<file path="src/rtl/time_set_controller_if.sv">
// Board-facing signal bundle for the time-set controller: button inputs and
// the time/status outputs. The clock and reset stay plain ports on the module.
interface time_set_controller_if;
    logic       modeButton;
    logic       incButton;
    logic [4:0] hours;
    logic [5:0] minutes;
    logic [5:0] seconds;
    logic       pm;
    logic [1:0] setMode;
    logic       blink;
    logic       secondTick;
    logic       minuteTick;
    logic       hourTick;

    modport master (
        output modeButton, incButton,
        input  hours, minutes, seconds, pm, setMode, blink,
        input  secondTick, minuteTick, hourTick
    );

    modport slave (
        input  modeButton, incButton,
        output hours, minutes, seconds, pm, setMode, blink,
        output secondTick, minuteTick, hourTick
    );
endinterface

</file>
<file path="src/rtl/time_set_controller.sv">
// Clock with a RUN / SET_HOUR / SET_MINUTE setting FSM driven by two buttons.
// Define TWELVE_HOUR_EN for a 1..12 hour range with a pm flag; default is 0..23.
module time_set_controller #(
    parameter int unsigned CLOCK_HZ = 100000000
) (
    input logic                  cmosClock,
    input logic                  resetN,
    time_set_controller_if.slave bus
);

    localparam int unsigned     PW       = (CLOCK_HZ > 1) ? $clog2(CLOCK_HZ) : 1;
    localparam logic [PW-1:0]   PRE_MAX  = PW'(CLOCK_HZ - 1);
    localparam logic [PW-1:0]   PRE_HALF = PW'(CLOCK_HZ / 2);

    typedef enum logic [1:0] {
        RUN        = 2'b00,
        SET_HOUR   = 2'b01,
        SET_MINUTE = 2'b10
    } state_e;

    state_e        state_q;
    logic [PW-1:0] presc_q;
    logic [4:0]    hours_q;
    logic [5:0]    minutes_q;
    logic [5:0]    seconds_q;
    logic          blink_q;
    logic          secondTick_q;
    logic          minuteTick_q;
    logic          hourTick_q;
    // [0],[1] synchronise, [2] holds the previous synchronised level
    logic [2:0]    mode_sync_q;
    logic [2:0]    inc_sync_q;

    logic          mode_ev;
    logic          inc_ev;
    logic          sec_wrap;
    logic [4:0]    hours_inc_d;
    logic          pm_toggle_d;

    assign mode_ev  = mode_sync_q[1] & ~mode_sync_q[2];
    assign inc_ev   = inc_sync_q[1] & ~inc_sync_q[2];
    assign sec_wrap = (presc_q == PRE_MAX);

`ifdef TWELVE_HOUR_EN
    localparam logic [4:0] HOUR_RST = 5'd12;
    logic pm_q;

    always_comb begin
        hours_inc_d = (hours_q == 5'd12) ? 5'd1 : hours_q + 5'd1;
        pm_toggle_d = (hours_q == 5'd11);
    end

    assign bus.pm = pm_q;
`else
    localparam logic [4:0] HOUR_RST = 5'd0;

    always_comb begin
        hours_inc_d = (hours_q == 5'd23) ? '0 : hours_q + 5'd1;
        pm_toggle_d = 1'b0;
    end

    assign bus.pm = 1'b0;
`endif

    always_ff @(posedge cmosClock or negedge resetN) begin
        if (!resetN) begin
            state_q      <= RUN;
            presc_q      <= '0;
            hours_q      <= HOUR_RST;
            minutes_q    <= '0;
            seconds_q    <= '0;
            blink_q      <= 1'b0;
            secondTick_q <= 1'b0;
            minuteTick_q <= 1'b0;
            hourTick_q   <= 1'b0;
            mode_sync_q  <= '0;
            inc_sync_q   <= '0;
`ifdef TWELVE_HOUR_EN
            pm_q         <= 1'b0;
`endif
        end else begin
            mode_sync_q  <= {mode_sync_q[1:0], bus.modeButton};
            inc_sync_q   <= {inc_sync_q[1:0], bus.incButton};
            presc_q      <= sec_wrap ? '0 : presc_q + 1'b1;
            blink_q      <= (state_q != RUN) && (presc_q < PRE_HALF);
            secondTick_q <= (state_q == RUN) && sec_wrap;
            minuteTick_q <= 1'b0;
            hourTick_q   <= 1'b0;

            unique case (state_q)
                RUN: begin
                    if (mode_ev) begin
                        state_q   <= SET_HOUR;
                        seconds_q <= '0;
                    end else if (sec_wrap) begin
                        if (seconds_q == 6'd59) begin
                            seconds_q    <= '0;
                            minuteTick_q <= 1'b1;
                            if (minutes_q == 6'd59) begin
                                minutes_q  <= '0;
                                hourTick_q <= 1'b1;
                                hours_q    <= hours_inc_d;
`ifdef TWELVE_HOUR_EN
                                pm_q       <= pm_q ^ pm_toggle_d;
`endif
                            end else begin
                                minutes_q <= minutes_q + 6'd1;
                            end
                        end else begin
                            seconds_q <= seconds_q + 6'd1;
                        end
                    end
                end
                // mode wins over a coincident inc, which is simply dropped
                SET_HOUR: begin
                    if (mode_ev) begin
                        state_q <= SET_MINUTE;
                    end else if (inc_ev) begin
                        hours_q <= hours_inc_d;
`ifdef TWELVE_HOUR_EN
                        pm_q    <= pm_q ^ pm_toggle_d;
`endif
                    end
                end
                SET_MINUTE: begin
                    if (mode_ev) begin
                        state_q <= RUN;
                    end else if (inc_ev) begin
                        minutes_q <= (minutes_q == 6'd59) ? '0 : minutes_q + 6'd1;
                    end
                end
                default: state_q <= RUN;
            endcase
        end
    end

    assign bus.hours      = hours_q;
    assign bus.minutes    = minutes_q;
    assign bus.seconds    = seconds_q;
    assign bus.setMode    = state_q;
    assign bus.blink      = blink_q;
    assign bus.secondTick = secondTick_q;
    assign bus.minuteTick = minuteTick_q;
    assign bus.hourTick   = hourTick_q;

endmodule

</file>
<file path="src/flat_wrapper.sv">
// flat-port wrapper written by rule: the top's interface ports become plain ports
module time_set_controller_flat 
#(
    parameter int unsigned CLOCK_HZ = 100000000
)
  (cmosClock, resetN, bus_modeButton, bus_incButton, bus_hours, bus_minutes, bus_seconds, bus_pm, bus_setMode, bus_blink, bus_secondTick, bus_minuteTick, bus_hourTick);
  time_set_controller_if bus_i ();
  input logic cmosClock;
  input logic resetN;
  input wire logic [$bits(bus_i.modeButton)-1:0] bus_modeButton;
  input wire logic [$bits(bus_i.incButton)-1:0] bus_incButton;
  output wire logic [$bits(bus_i.hours)-1:0] bus_hours;
  output wire logic [$bits(bus_i.minutes)-1:0] bus_minutes;
  output wire logic [$bits(bus_i.seconds)-1:0] bus_seconds;
  output wire logic [$bits(bus_i.pm)-1:0] bus_pm;
  output wire logic [$bits(bus_i.setMode)-1:0] bus_setMode;
  output wire logic [$bits(bus_i.blink)-1:0] bus_blink;
  output wire logic [$bits(bus_i.secondTick)-1:0] bus_secondTick;
  output wire logic [$bits(bus_i.minuteTick)-1:0] bus_minuteTick;
  output wire logic [$bits(bus_i.hourTick)-1:0] bus_hourTick;
  assign bus_i.modeButton = bus_modeButton;
  assign bus_i.incButton = bus_incButton;
  assign bus_hours = bus_i.hours;
  assign bus_minutes = bus_i.minutes;
  assign bus_seconds = bus_i.seconds;
  assign bus_pm = bus_i.pm;
  assign bus_setMode = bus_i.setMode;
  assign bus_blink = bus_i.blink;
  assign bus_secondTick = bus_i.secondTick;
  assign bus_minuteTick = bus_i.minuteTick;
  assign bus_hourTick = bus_i.hourTick;
  time_set_controller #(.CLOCK_HZ(CLOCK_HZ)) u_core (.cmosClock(cmosClock), .resetN(resetN), .bus(bus_i));
endmodule
</file>
<file path="config.mk">
export PLATFORM = sky130hd
export DESIGN_NAME = time_set_controller_flat
export DESIGN_NICKNAME = d
export VERILOG_FILES = /design/src/rtl/time_set_controller_if.sv /design/src/rtl/time_set_controller.sv /design/src/flat_wrapper.sv
export SDC_FILE = /design/constraint.sdc
export NUM_CORES = 1
export LEC_CHECK = 0
export BUFFER_PORTS_ARGS = -buffer_cell sky130_fd_sc_hd__buf_2
export CAP_MARGIN = 20
export CORE_UTILIZATION = 35
export CTS_BUF_LIST = sky130_fd_sc_hd__clkbuf_2
export DETAILED_ROUTE_END_ITERATION = 16
export GPL_TIMING_DRIVEN = 0
export PLACE_DENSITY_LB_ADDON = 0.1
export SYNTH_ARGS = -nofsm -noshare
export SYNTH_HDL_FRONTEND = slang
export SYNTH_SLANG_ARGS = --single-unit
</file>
<file path="constraint.sdc">
create_clock -name cmosClock -period 2.38 [get_ports cmosClock]
set_clock_uncertainty 0.05 [all_clocks]
set_input_delay 0.119 -clock cmosClock [delete_from_list [all_inputs] [get_ports cmosClock]]
set_output_delay 0.119 -clock cmosClock [all_outputs]
set_load 0.02 [all_outputs]
</file>
==> results.toml, run 1 <==
[layout]
nFillCells = 751
nNetsFinal = 301
utilization = 0.4195
drive_above_1_share = 0.2007
fin_area_mm2 = 0.003059
syn_to_final_growth_pct = 15.49
antennaDiodeCount = 0

[clock_network]
clock-sinks = 56
cts_tree = "built"
insertion_delay_ps = 450
clock-root-buffer = "clkbuf_2"
numCtsBuffers = 5
cts.htree.levels = 2
clkTransAtPathRegs_ps = 270
clk_path_buf_depth = 2

[floorplan]
io-pin-count = 28
initial_core_util = 0.3632
die_w_um = 89.00
rows = 31
coreArea_mm2 = 0.007292
dieHeight_um = 89.00
die_area_mm2 = 0.007920

[route]
firstDrtPassIters = 4
route.detailed.drc = 0
routed_wirelength_um = 5201
routedWlPerCell_um = 13.23
detail-route-antenna-nets = 0
via_per_inst = 4.936
via_count = 1940
drt_iter0_markers = 102

[synth]
async_reset_ff_frac = 1.000
syn-cell-area_mm2 = 0.002649
synth.distinct_cells = 52
synth_edf_count = 0
syn_avg_cell_area_um2 = 10.51
synth-main-ff-cell = "dfrtp_1"
seq_area_frac_synth = 0.5291
synth.ff_latch_count = 56
synth_fp_nets = 260
netlist_instances = 252
yosysWarnings = 0

[sta]
holdWs_ps = 163.7
tightestPinTransition_ps = 735.8
max-slew-margin-rel = 0.5095
rsz0062_at_grt = "true"
hold_viol = 0
slew_viol_final = 0
setup_violations = 0
fin_crit_ps = 2318
max_freq_mhz = 431.4
post-route-period-util = 0.9740
worst_slack_ps = 61.97

[worst_setup_path]
cp_max_fo = 10
critPathRequiredTime_ps = 2700
arrival_ps = 2640
worstSetupPathType = "reg2reg"
crit_path_start_kind = "flop"
cp-end-kind = "flop"

[placement]
placement.io_buffers = 26
dpl_worst_slack_ps = -192.7
gp_congestion = 0.7485
hpwl_um = 3636
placed_cell_area_mm2 = 0.002923

[power_and_ir_drop]
max-vdd-ir-drop_v = 0.0003135
p_leak_uw = 0.001475
powerDensity_mw_per_mm2 = 601.0

[global_routing]
grt_antenna_before_repair = 0
grt_pass1_vias = 1734
grt_max_degree = 32
grt.overflow.total = 0
grt_pass1_wl_um = 8604
grt_usage = 0.1431

[status]
status = "finished, final reports clean"

[run]
maxCapViolations = 0

[min_path]
hold_path_class = "in2async"
area by class of cell:
| class | instances | area (um2) | area share |
|---|---|---|---|
| plain buffers | 8 | 43.79 | 0.01431 |
| multi-input cells | 182 | 1219 | 0.3984 |
| clock buffers | 5 | 25.02 | 0.008180 |
| repair buffers | 34 | 210.2 | 0.06871 |
| clock inverters | 3 | 13.76 | 0.004499 |
| flip-flops and latches | 56 | 1401 | 0.4581 |
| inverters | 6 | 22.52 | 0.007362 |
| well taps | 99 | 123.9 | 0.04049 |
where the power goes:
group	total (uW)	switching (uW)	internal, uW	leakage [uW]
Sequential	1110	85.7	1020	0.000742
Combinational	368	223	144	0.000702
Clock	361	295	66.1	0.0000302
worst max-delay path, stage by stage (launching register included):
cell and delay [ps]:
dfrtp_1 480, or4_4 550, nor2_4 180, nand4_4 150, o31a_1 280, buf_6 150, nor2_2 80, mux2_1 310
registers in the layout, summed over array words and instances, names as in the netlist, 2 cells and up:
signal              count
u_core.bus.minutes      6
u_core.bus.seconds      6
u_core.mode_sync_q      3
u_core.presc_q         27
u_core.inc_sync_q       3
u_core.bus.setMode      2
u_core.bus.hours        5
synth_stat cells (all sizes together) (2+ instances only):
cell     n  area [um2]
nor2    32       130.1
and4     3       26.28
nand3   18       90.09
dfrtp   56        1401
o21ai   12       63.81
inv      6       22.52
nand2b   4       25.02
xnor2   14       122.6
mux2     5       60.05
nor3     7       40.04
nand4b   2       17.52
nand4    8       65.06
xor2    11       96.34
o211ai   2       15.01
o31ai    2       15.01
nor2b    3       18.77
and3     6       37.54
buf      4       27.52
nand2   19       71.32
nand3b   3       22.52
clkbuf   4       15.01
ha       4       50.05
o41ai    4       50.05
a21oi    6       30.03
or2      2       12.51
layout by cell type, fill, tap and decap left out, types with 3 or more instances in the layout:
| cell | synthesis | layout |
|---|---|---|
| dfrtp_1 | 56 | 56 |
| inv_1 | 6 | 6 |
| dlygate4sd3_1 | 0 | 3 |
| nand2b_1 | 4 | 4 |
| buf_4 | 1 | 5 |
| nand2_1 | 19 | 19 |
| buf_2 | 1 | 28 |
| o21ai_1 | 4 | 5 |
| nand4_1 | 7 | 7 |
| nor3_1 | 6 | 4 |
| ha_1 | 4 | 3 |
| xor2_1 | 11 | 11 |
| nor2b_1 | 3 | 3 |
| o21ai_0 | 7 | 6 |
| nand3b_1 | 3 | 3 |
| and3_1 | 6 | 6 |
| clkbuf_1 | 4 | 4 |
| nand3_1 | 18 | 18 |
| xnor2_1 | 14 | 14 |
| and4_1 | 3 | 3 |
| nor2_1 | 30 | 29 |
| a21oi_1 | 6 | 6 |
| clkbuf_2 | 0 | 5 |
repair_timing:
| action | in CTS | in global routing |
|---|---|---|
| gates cloned | 0 | 0 |
| hold endpoints to repair | 32 | 0 |
| pin swaps | 1 | 5 |
| gates resized for setup | 5 | 4 |
| endpoints found under the setup margin | 19 | 7 |
| hold buffers | 3 | 0 |
| setup buffers | 1 | 3 |
through the flow:
| step | power [uW] | instances | TNS, ps |
|---|---|---|---|
| 2_1_floorplan | 1352 | 252 | 0 |
| 3_3_place_gp | 1489 | 377 | -1901 |
| 3_5_place_dp | 1497 | 378 | -2282 |
| 4_1_cts | 1874 | 390 | -14.02 |
| 5_1_grt | 1971 | 393 | -20.85 |
| 6_report | 1839 | 393 | 0 |
worst paths after layout:
| check | start | to | slack [ps] | cells after the start |
|---|---|---|---|---|
| worst max-delay path | u_core.presc_q[10] | u_core.bus.minutes[2] | 60 | 7 |
| min in group cmosClock | bus_modeButton | u_core.mode_sync_q[0] | 240 | 2 |
| worst min-delay path | resetN | u_core.presc_q[21] | 160 | 2 |
| worst min register to register | u_core.mode_sync_q[0] | u_core.mode_sync_q[1] | 340 | 0 |
| worst max register to register | u_core.presc_q[10] | u_core.bus.minutes[2] | 60 | 7 |
| max in group asynchronous | resetN | u_core.bus.seconds[0] | 1530 | 3 |
cell families after synthesis:
kind of cell	share of synthesized area
other	0.001416
buffers and inverters	0.02456
AO/OA/AOI/OAI	0.09495
flip-flops	0.5290
adder cells (fa/ha/maj)	0.01890
XOR/XNOR	0.08266
AND/OR/NAND/NOR	0.2258
multiplexers	0.02267
metal layers:
layer	up-vias	share of wire	track usage
met3	6	0.030	0.03232
met1	939	0.52	0.2106
met2	26	0.43	0.2077
li1	969	-	-
met4	0	0.015	0.04762
met5	-	0	0
(Power assumes the default switching activity.)
==> inputs of run 2 (changes only) <==
--- a/config.mk
+++ b/config.mk
@@ -11,6 +11,7 @@
 export CTS_BUF_LIST = sky130_fd_sc_hd__clkbuf_2
 export DETAILED_ROUTE_END_ITERATION = 16
 export GPL_TIMING_DRIVEN = 0
+export MAX_ROUTING_LAYER = met4
 export PLACE_DENSITY_LB_ADDON = 0.1
 export SYNTH_ARGS = -nofsm -noshare
 export SYNTH_HDL_FRONTEND = slang
==> run 2 against run 1 <==
Net effect: routed wire length about the same; critical path depth unchanged; die area did not move; sequential power about the same; clock-buffer cell count is the same; design area did not move; combinational power about the same; sequential cell count unchanged; worst hold slack got worse by 5.0 ps; core utilization unchanged; first-iteration DRC count shrank 0.98%; total power is essentially flat; critical path type unchanged; critical endpoint unchanged.
==> results.toml, run 2 (synthesis gave the netlist of run 1 again) <==
[status]
status = "finished, final reports clean"

[power_and_ir_drop]
internal-power_uw = 1234
p_seq_frac = 0.604
p_leak_uw = 0.001475
pwr-share-clk = 0.196
switching_share = 0.3286
p_sw_uw = 604.0
comb_power_share = 0.200
finalPower_uw = 1838
powerDensity_mw_per_mm2 = 600.9
max-vdd-ir-drop_v = 0.0003141

[run]
maxCapViolations = 0

[sta]
rsz0062_at_grt = "true"
setup_violations = 0
post-route-period-util = 0.9755
slew_viol_final = 0
max_freq_mhz = 430.7
fin_crit_ps = 2322
fin_tns_setup_ps = 0
hold_viol = 0
max-slew-margin-rel = 0.5171
tightestPinTransition_ps = 724.3

[worst_setup_path]
crit_slowest_cell = "or4_4"
arrival_ps = 2640
cp_cell_sequence = "or4_4 > nor2_4 > nand4_4 > o31a_1 > buf_6 > nor2_2 > mux2_1"
worstSetupPathType = "reg2reg"
cp_max_fo = 10
critPathRequiredTime_ps = 2700
crit_path_start_kind = "flop"
cp-end-kind = "flop"
critPathMaxStageDelay_ps = 550

[global_routing]
grt.overflow.total = 0
grt_antenna_before_repair = 0
grt_usage = 0.1474
grt_pass1_wl_um = 8597
grt_max_degree = 32
grt_pass1_vias = 1730

[route]
via_count = 1943
route.detailed.drc = 0
routedWlPerCell_um = 13.24
detail-route-antenna-nets = 0
drt_iter0_markers = 101
via_per_inst = 4.944
firstDrtPassIters = 4
routed_wirelength_um = 5202

[floorplan]
rows = 31
io-pin-count = 28
coreArea_mm2 = 0.007292
die_w_um = 89.00
dieHeight_um = 89.00
die_area_mm2 = 0.007920
initial_core_util = 0.3632

[layout]
syn_to_final_growth_pct = 15.49
layout_common_cells = "dfrtp_1, nor2_1, buf_2"
regMostFlops = "u_core.presc_q"
layout_commonest_cell = "dfrtp_1"
antennaDiodeCount = 0
nFillCells = 751
utilization = 0.4195
drive_above_1_share = 0.2007
nNetsFinal = 301
largest_reg_flops = 27

[placement]
gp_congestion = 0.7580
placement.io_buffers = 26
hpwl_um = 3636

[min_path]
hold_path_class = "in2async"

[clock_network]
clock-root-buffer = "clkbuf_2"
numCtsBuffers = 5
clkTransAtPathRegs_ps = 270
clock-sinks = 56
insertion_delay_ps = 450
cts.htree.levels = 2
cts_tree = "built"
clk_path_buf_depth = 2
## run 2: cell counts in the layout (fill, tap and decap cells not counted)
Identical to the previous run, type by type.
## run 2: metrics by stage
stage,hold slack [ps],area (um2),setup slack [ps],cells
after global routing,158.4,3059,-20.85,393
after detailed placement,174.2,2923,-192.7,378
final,158.7,3059,58.29,393
after global placement,177.8,2903,-171.8,377
after floorplan,-226.6,2649,141.5,252
after CTS,150.5,3018,-14.02,390
## run 2: final timing paths
check | startpoint | end | slack (ps) | depth (start not counted)
hold / removal | resetN | u_core.presc_q[21] | 160 | 2
setup reg to reg | u_core.presc_q[10] | u_core.bus.minutes[2] | 60 | 7
min in group cmosClock | bus_modeButton | u_core.mode_sync_q[0] | 230 | 2
max in group asynchronous | resetN | u_core.bus.seconds[0] | 1540 | 3
setup / recovery | u_core.presc_q[10] | u_core.bus.minutes[2] | 60 | 7
hold reg to reg | u_core.mode_sync_q[0] | u_core.mode_sync_q[1] | 340 | 0
## run 2: worst max-delay path, delay by kind of cell, from the launching register on
kind | cells | cell delay (ps)
simple gates | 4 | 960
buf+inv | 1 | 150
flops | 1 | 480
compound gates | 1 | 290
mux | 1 | 310
## run 2: timing repair
| action | 4_1_cts | 5_1_grt |
|---|---|---|
| resized for setup | 5 | 4 |
| hold endpoints to repair | 32 | 0 |
| buffers inserted | 1 | 3 |
| cloned | 0 | 0 |
| pin swaps | 1 | 5 |
| hold buffers | 3 | 0 |
| endpoints found under the setup margin | 19 | 7 |
## run 2: layer usage
metal | up-vias | wire [um] | GRT usage
met5 | - | 0 | -
met4 | 0 | 82 | 0.04762
met3 | 6 | 170 | 0.03232
met2 | 30 | 2261 | 0.2084
met1 | 940 | 2688 | 0.2094
li1 | 967 | - | -
## run 2: area by class of cell
class / count / area [um2] / share of cell area
clock buffer: 5 / 25.02 / 0.008180
buffer: 8 / 43.79 / 0.01431
sequential: 56 / 1401 / 0.4581
inverter: 6 / 22.52 / 0.007362
timing repair buffer: 34 / 210.2 / 0.06871
clock inverter: 3 / 13.76 / 0.004499
multi-input combinational: 182 / 1219 / 0.3984
tap: 99 / 123.9 / 0.04049
## run 2: power by group through the flow
stage	registers (uW)	clock network, uW	logic, uW
6_report	1110	360	368
4_1_cts	1110	389	375
3_3_place_gp	1120	0	364
3_5_place_dp	1130	0	371
2_1_floorplan	1200	0	157
5_1_grt	1130	431	411
